File: src/rtl/mul_div_unit.sv
// Iterative 32x32 multiply / divide unit for the integer pipeline.
// MULT/MULTU use a radix-2 shift-add over 32 cycles, DIV/DIVU a restoring
// shift-subtract over 32 cycles; one extra FIX cycle applies sign correction.
module mul_div_unit (
    input  logic        clk,
    input  logic        resetN,
    input  logic        start,
    input  logic [1:0]  op,
    input  logic [31:0] srcA,
    input  logic [31:0] srcB,
    input  logic        flush,
    output logic        busy,
    output logic        done,
    output logic [31:0] lo,
    output logic [31:0] hi
);

    typedef enum logic [1:0] {IDLE, RUN, FIX} state_t;

    state_t      state;
    logic        isDiv;
    logic        aNeg;
    logic        bNeg;
    logic        divZero;
    logic [31:0] magA;
    logic [31:0] magB;
    logic [5:0]  count;
    logic [63:0] acc;

    // Operand conditioning at start: signed ops work on magnitudes.
    logic        opSigned;
    logic [31:0] absA;
    logic [31:0] absB;
    assign opSigned = ~op[0];
    assign absA     = (opSigned && srcA[31]) ? -srcA : srcA;
    assign absB     = (opSigned && srcB[31]) ? -srcB : srcB;

    // One iteration step; operand bits are consumed MSB first.
    logic [4:0]  bitIdx;
    logic [63:0] mulStep;
    logic [32:0] remShift;
    logic [32:0] remDiff;
    logic [63:0] divStep;
    assign bitIdx   = ~count[4:0];
    assign mulStep  = {acc[62:0], 1'b0} + (magB[bitIdx] ? {32'b0, magA} : 64'b0);
    assign remShift = {acc[63:32], magA[bitIdx]};
    assign remDiff  = remShift - {1'b0, magB};
    assign divStep  = remDiff[32] ? {remShift[31:0], acc[30:0], 1'b0}
                                  : {remDiff[31:0],  acc[30:0], 1'b1};

    // Sign correction of the raw magnitude result.
    logic [63:0] prodFix;
    logic [31:0] quotFix;
    logic [31:0] remFix;
    logic [31:0] loNext;
    logic [31:0] hiNext;
    assign prodFix = (aNeg ^ bNeg) ? -acc : acc;
    assign quotFix = (aNeg ^ bNeg) ? -acc[31:0] : acc[31:0];
    assign remFix  = aNeg ? -acc[63:32] : acc[63:32];

    // Select the final lo/hi; divide by zero returns all-ones and the dividend.
    always_comb begin
        loNext = prodFix[31:0];
        hiNext = prodFix[63:32];
        if (isDiv) begin
            if (divZero) begin
                loNext = 32'hFFFF_FFFF;
                hiNext = aNeg ? -magA : magA;
            end else begin
                loNext = quotFix;
                hiNext = remFix;
            end
        end
    end

    // Control FSM with registered busy/done/lo/hi and the iteration datapath.
    always_ff @(posedge clk) begin
        if (!resetN) begin
            state   <= IDLE;
            busy    <= 1'b0;
            done    <= 1'b0;
            lo      <= 32'b0;
            hi      <= 32'b0;
            count   <= 6'b0;
            acc     <= 64'b0;
            isDiv   <= 1'b0;
            aNeg    <= 1'b0;
            bNeg    <= 1'b0;
            divZero <= 1'b0;
            magA    <= 32'b0;
            magB    <= 32'b0;
        end else if (flush) begin
            state <= IDLE;
            busy  <= 1'b0;
            done  <= 1'b0;
        end else begin
            done <= 1'b0;
            case (state)
                IDLE: begin
                    if (start) begin
                        isDiv   <= op[1];
                        aNeg    <= opSigned & srcA[31];
                        bNeg    <= opSigned & srcB[31];
                        divZero <= op[1] & (srcB == 32'b0);
                        magA    <= absA;
                        magB    <= absB;
                        count   <= 6'b0;
                        acc     <= 64'b0;
                        busy    <= 1'b1;
                        state   <= RUN;
                    end
                end
                RUN: begin
                    acc   <= isDiv ? divStep : mulStep;
                    count <= count + 6'd1;
                    if (count == 6'd31) begin
                        state <= FIX;
                    end
                end
                FIX: begin
                    lo    <= loNext;
                    hi    <= hiNext;
                    done  <= 1'b1;
                    busy  <= 1'b0;
                    state <= IDLE;
                end
                default: begin
                    state <= IDLE;
                    busy  <= 1'b0;
                end
            endcase
        end
    end

endmodule

File: config.mk
export PLATFORM = sky130hd
export DESIGN_NAME = mul_div_unit
export DESIGN_NICKNAME = d
export VERILOG_FILES = /design/src/rtl/mul_div_unit.sv
export SDC_FILE = /design/constraint.sdc
export NUM_CORES = 1
export LEC_CHECK = 0
export CORE_MARGIN = 1.5
export CORE_UTILIZATION = 41
export DETAILED_ROUTE_END_ITERATION = 12
export PLACE_DENSITY = 0.64
export SLEW_MARGIN = 40
export SYNTH_ARGS = -nofsm -noshare
export SYNTH_HDL_FRONTEND = slang
export SYNTH_SLANG_ARGS = --single-unit
export TNS_END_PERCENT = 20
File: constraint.sdc
create_clock -name clk -period 5.9 [get_ports clk]
set_input_delay 0.885 -clock clk [delete_from_list [all_inputs] [get_ports clk]]
set_output_delay 0.885 -clock clk [all_outputs]
set_load 0.01 [all_outputs]
Word-level counts from Yosys, hierarchy flattened
Index checks and enable logic that the tools add are counted.
{ "classes": {"bitwise": 9, "add_sub_neg": 9, "n_reduce_logical": 11, "eq_ne": 5, "n_lt_le_gt_ge": 1, "mux": 27} }
{ "ops": {"columns": ["op", "n"], "rows": [
  ["$mux 32", 10],
  ["$mux 64", 4],
  ["$neg 32->32", 5],
  ["$pmux 64 s2", 1],
  ["$add 64x32->64", 1],
  ["$neg 64->64", 1],
  ["$sub 33x32->33", 1],
  ["$logic_not 32->1", 1],
  ["$pmux 6 s2", 1],
  ["$bmux 1 s5", 2],
  ["$add 6x1->6 const B", 1],
  ["$eq 6x5->1 const B", 1],
  ["$lt 5x6->1 const B", 1],
  ["$mux 6", 1],
  ["$reduce_and 2->1", 3],
  ["$reduce_and 3->1", 2],
  ["$not 5->5", 1],
  ["$mux 1", 4],
  ["$mux 2", 2],
  ["$ne 2x2->1 const B", 2],
  ["$not 1->1", 4],
  ["$pmux 2 s2", 1],
  ["$and 1x1->1", 3],
  ["$eq 2x1->1 const B", 1],
  ["7 further kinds", 8]
]} }
{ "word_totals": {"register_bits": 206, "wordCells": 75, "output_inout_bits": 66, "input_bits": 70} }

Longest topological paths before layout
Gate-level depths: netlist (run 1).
{ "depth": {"ltp_word": 7, "depth_mapped": 19, "mapped_depth_nobuf": 15} }

Least setup slack after synthesis (run 1)
OpenSTA, ideal clock, no wires.
{ "synth_path": {"path_type": "register to register", "startpoint": "reg count[0]", "endpoint": "reg acc[41]", "arrival_ns": 5.086, "stages_incl_launch_ff": 18, "setup_ns": 0.122, "synth_period_minus_slack_ns": 5.208, "path_slack_ns": 0.692, "n_path_buf": 3, "cell_sequence": "dfxtp_1 > clkbuf_1 > mux4_2 > mux4_2 > mux2i_1 > clkbuf_1 > nor2_1 > ha_1 > clkbuf_1 > nand4_1 > nor4_1 > nand4_1 > a211oi_1 > o31ai_2 > a2111oi_2 > nand3_1 > xnor2_1 > a221o_1"} }
{ "synth_via": {"elab_chain_cells": 7, "word_cells_on_any_way": 11, "cone_classes": "add/sub: 2; mux: 8; bitwise: 1"} }
{ "synth_lines": {"columns": ["element", "line_no", "source"], "rows": [
  ["start: declaration", "27", "logic [5:0] count;"],
  ["start signal: assignment", "115", "count <= count + 6'd1;"],
  ["$not 5->5 *", "44", "assign bitIdx = ~count[4:0];"],
  ["$bmux 1 s5 (on tied branches)", "45, 46", null],
  ["$mux 1 (on tied branches)", "45, 46", null],
  ["$mux 32 or $sub 33x32->33 (tied branches)", "45, 47", null],
  ["$add 64x32->64 or $mux 64 (tied branches)", "45, 48", null],
  ["$mux 64 *", "114", "acc <= isDiv ? divStep : mulStep;"],
  ["$pmux 64 s2 *", "98", "case (state)"],
  ["end signal: assignment", "114", null],
  ["end: declaration", "28", "logic [63:0] acc;"]
]} }
Mark *: on every way between the ends. The rest lies on a longest branch, timed or not. The select of a mux whose other input is x is not followed.
A chain may end at the register's enable or synchronous reset.

Final worst setup path (run 1)
{ "layout_path": {"startpoint": "reg count[0]", "endpoint": "reg acc[32]"} }
Same word-level chain as after synthesis.

==> flow_metrics.py, run 1 <==
metrics = {
    "detailed_routing": {
        "wire_per_inst_microns": 21.73,
        "dr.pass1.iters": 10,
        "drt_iter0_drc": 1865,
        "vias_per_cell": 6.151,
        "vias": 17918,
        "antenna_left": 0,
        "drcViolationCount": 0,
        "routed_wl_mm": 63.31,
    },
    "yosys": {
        "synth.most_common_cell": "nor2_1",
        "synthSimpleGateAreaFrac_pct": 21.49,
        "syn-cell-area_sq_mm": 0.01726,
        "yosys-top-cells-area": "dfxtp_1, xnor2_1, xor2_1, a21oi_1, ha_1",
        "synth_nets": 2452,
        "ys_ff_latch": 206,
        "synth_top_cell_area_share_pct": 23.89,
        "synth_warnings": 0,
        "synth_top_family_by_area": "compound AO/OA/AOI/OAI gates",
        "synth_common_cells": "nor2_1, nand2_1, dfxtp_1",
        "synth_edf_count": 0,
        "ys_seq_area_share_pct": 23.89,
        "avgSynthCellArea_sq_um": 7.473,
        "synth_top_flop_cell": "dfxtp_1",
        "synthArstFlopShare_pct": 0,
        "synth_mux_area_share_pct": 5.175,
        "synthCells": 2310,
        "synthAdderAreaFrac_pct": 5.306,
        "ys_types": 85,
        "synth_xor_area_share_pct": 11.37,
        "yosys.area.top_type": "dfxtp_1",
        "synth-compound-area-share_pct": 27.27,
    },
    "power": {
        "power.switching_w": 0.001047,
        "power_density_mw_per_mm2": 177.9,
        "switching_share_pct": 29.57,
        "vdd_drop_max_mv": 0.1836,
        "p_leak_nw": 7.172,
        "p_comb_share_pct": 16.5,
        "seq_power_share_pct": 41.2,
        "pwr-share-clk_pct": 42.3,
        "p_int_w": 0.002495,
    },
    "sta": {
        "finalClockSkew_ns": 0.01820,
        "setup_viol": 0,
        "slew_viol_final": 0,
        "fmax_mhz": 182.1,
        "finalHoldViolations": 0,
        "tns_ns": 0,
        "tightest_slew_ns": 0.8442,
        "rsz0062_at_grt": "no",
        "timing.slew.headroom_pct": 43.20,
        "post-route-min-period_ns": 5.490,
        "period_share_pct": 93.06,
    },
    "floorplanning": {
        "die_h_microns": 208.2,
        "dieArea_sq_mm": 0.04334,
        "floorplan.rows": 74,
        "fp.dieW_microns": 208.2,
        "ios": 136,
        "core_sq_mm": 0.04120,
        "start_util_pct": 41.89,
    },
    "setup_path": {
        "crit_fanout": 20,
        "critPathKind": "reg2reg",
        "start_kind": "flip-flop",
        "r2r_end": "acc[32]$_SDFFE_PN0P_",
        "arrival_ns": 5.92,
        "required_ns": 6.33,
        "rrSetupSlack_ns": 0.41,
        "rr_worst_depth": 16,
        "rr_startpoint": "count[0]$_SDFFE_PN0P_",
        "crit_path_end_kind": "flip-flop",
    },
    "clocking": {
        "cts_buffers": 25,
        "h-tree-depth": 1,
        "clock-root-buffer": "clkbuf_16",
        "cts_tree": "yes",
        "clock_path_buffers": 3,
        "clock_sinks": 206,
        "clock_latency_ns": 0.55,
        "cts_setup_buffers": 0,
        "cts.clk_slew.worst_paths_ns": 0.06,
    },
    "run": {
        "drv_cap": 0,
    },
    "cells_and_area": {
        "drive_gt1_share_pct": 7.272,
        "fin_util_pct": 48.31,
        "area_growth_pct": 15.32,
        "layoutNonFillerInstCount": 2913,
        "nets": 2504,
    },
    "hold_path": {
        "min_to": "hi[6]$_SDFFE_PN0P_",
        "holdPathStages": 2,
        "min_path_type": "reg2reg",
        "min_from": "hi[6]$_SDFFE_PN0P_",
    },
    "grt": {
        "antenna_found_initial": 3,
        "grt_max_degree": 88,
        "overflow": 0,
        "grt.total_usage_pct": 28.50,
        "grt_pass1_vias": 16653,
        "grt_pass1_wl_mm": 98.45,
    },
    "placed_design": {
        "io_buffers": 135,
        "dpl.cell_count": 2867,
        "post-dp-hpwl_mm": 48.27,
        "globalplace.congestion": 0.9561,
    },
    "status": {
        "status": "finished clean",
    },
}
==> cells by family (layout without fill, tap and decap cells) <==
family / count (synthesis) / in the layout
AND/OR/NAND/NOR: 765 / 765
multiplexers: 63 / 63
buffers and inverters: 245 / 314
adder cells (fa/ha/maj): 72 / 72
XOR/XNOR: 224 / 224
other: 0 / 2
flip-flops: 206 / 206
AO/OA/AOI/OAI: 735 / 735
==> routing by layer <==
layer,GRT usage [%],share of wire [%]
met1,40.83,46
met2,43.02,42
met3,5.238,9.2
met4,8.910,2.9
met5,0,0.022
==> layout by cell type (no fill, tap or decap), types with 70 or more instances in the layout <==
master / instances
nor2_1: 227
xnor2_1: 113
xor2_1: 109
clkdlybuf4s50_1: 134
ha_1: 70
nand2_1: 216
o21ai_0: 154
inv_1: 78
a21oi_1: 182
dfxtp_1: 203
a211oi_1: 71
==> power by group through the flow <==
stage	combinational, W	clock, W	sequential (W)
CTS	0.000574	0.00152	0.00146
finish	0.000584	0.00150	0.00146
floorplan	0.000361	0	0.00148
global route	0.000633	0.00158	0.00146
global placement	0.000564	0	0.00149
detailed placement	0.000573	0	0.00149
==> critical path, cell delays in order, from the launching register on <==
cell	delay (ns)
dfxtp_1	0.64
mux4_2	0.57
mux4_2	0.50
mux2i_2	0.15
buf_4	0.26
buf_4	0.30
nor2b_1	0.12
ha_1	0.30
a211oi_1	0.33
o21ai_1	0.15
a211oi_1	0.37
o21ai_1	0.19
a31oi_1	0.49
o221a_2	0.34
a41oi_1	0.14
xor2_1	0.17
a221o_1	0.32
==> final cells by class <==
cell class / instances / area, sq um
Multi-Input combinational cell: 1859 / 12240
Clock inverter: 14 / 101.3
Clock buffer: 30 / 694.4
Sequential cell: 206 / 4128
Timing Repair Buffer: 188 / 1759
Inverter: 82 / 309.0
Fill cell: 4058 / 21300
Antenna cell: 2 / 5.005
Tap cell: 532 / 665.6
==> per-stage QoR <==
stage	power (W)	setup WS, ns	hold WS, ns	instance area, sq um
2_1_floorplan	0.001840	0.6924	0.4419	17260
3_3_place_gp	0.002053	0.5160	0.4270	19070
3_5_place_dp	0.002064	0.4303	0.4277	19100
4_1_cts	0.003557	0.3993	0.4361	19900
5_1_grt	0.003677	0.06691	0.4711	19900
6_report	0.003542	0.4097	0.4318	19910
==> what timing repair did <==
action	CTS	global route
hold buffers	0	0
endpoints found under the hold margin	0	0
resized for setup	0	1
setup endpoints to repair	0	1
==> worst max path at each step <==
stage	start	endpoint	slack [ns]	cells past startpoint
final	count[0]$_SDFFE_PN0P_	acc[32]$_SDFFE_PN0P_	0.41	16
after detailed placement	count[0]$_SDFFE_PN0P_	acc[23]$_SDFFE_PN0P_	0.43	17
after global routing	count[0]$_SDFFE_PN0P_	acc[41]$_SDFFE_PN0P_	0.07	15
after floorplan	count[0]$_SDFFE_PN0P_	acc[41]$_SDFFE_PN0P_	0.69	17
after global placement	count[0]$_SDFFE_PN0P_	acc[23]$_SDFFE_PN0P_	0.52	17
after CTS	count[0]$_SDFFE_PN0P_	acc[32]$_SDFFE_PN0P_	0.40	16
==> flip-flops by register name (all words and copies together) (netlist names), 2 cells and up <==
| signal | cells |
|---|---|
| acc | 64 |
| count | 6 |
| hi | 32 |
| lo | 32 |
| magA | 32 |
| magB | 32 |
| state | 2 |
Power figures use the tool's default switching activity.
==> run 2, diff against run 1 <==
--- a/config.mk
+++ b/config.mk
@@ -9,6 +9,7 @@
 export CORE_UTILIZATION = 41
 export DETAILED_ROUTE_END_ITERATION = 12
 export PLACE_DENSITY = 0.64
+export SETUP_SLACK_MARGIN = 0.02
 export SLEW_MARGIN = 40
 export SYNTH_ARGS = -nofsm -noshare
 export SYNTH_HDL_FRONTEND = slang
==> results of run 2 <==
No change in the layout: final DEF, timing and power equal those of run 1.
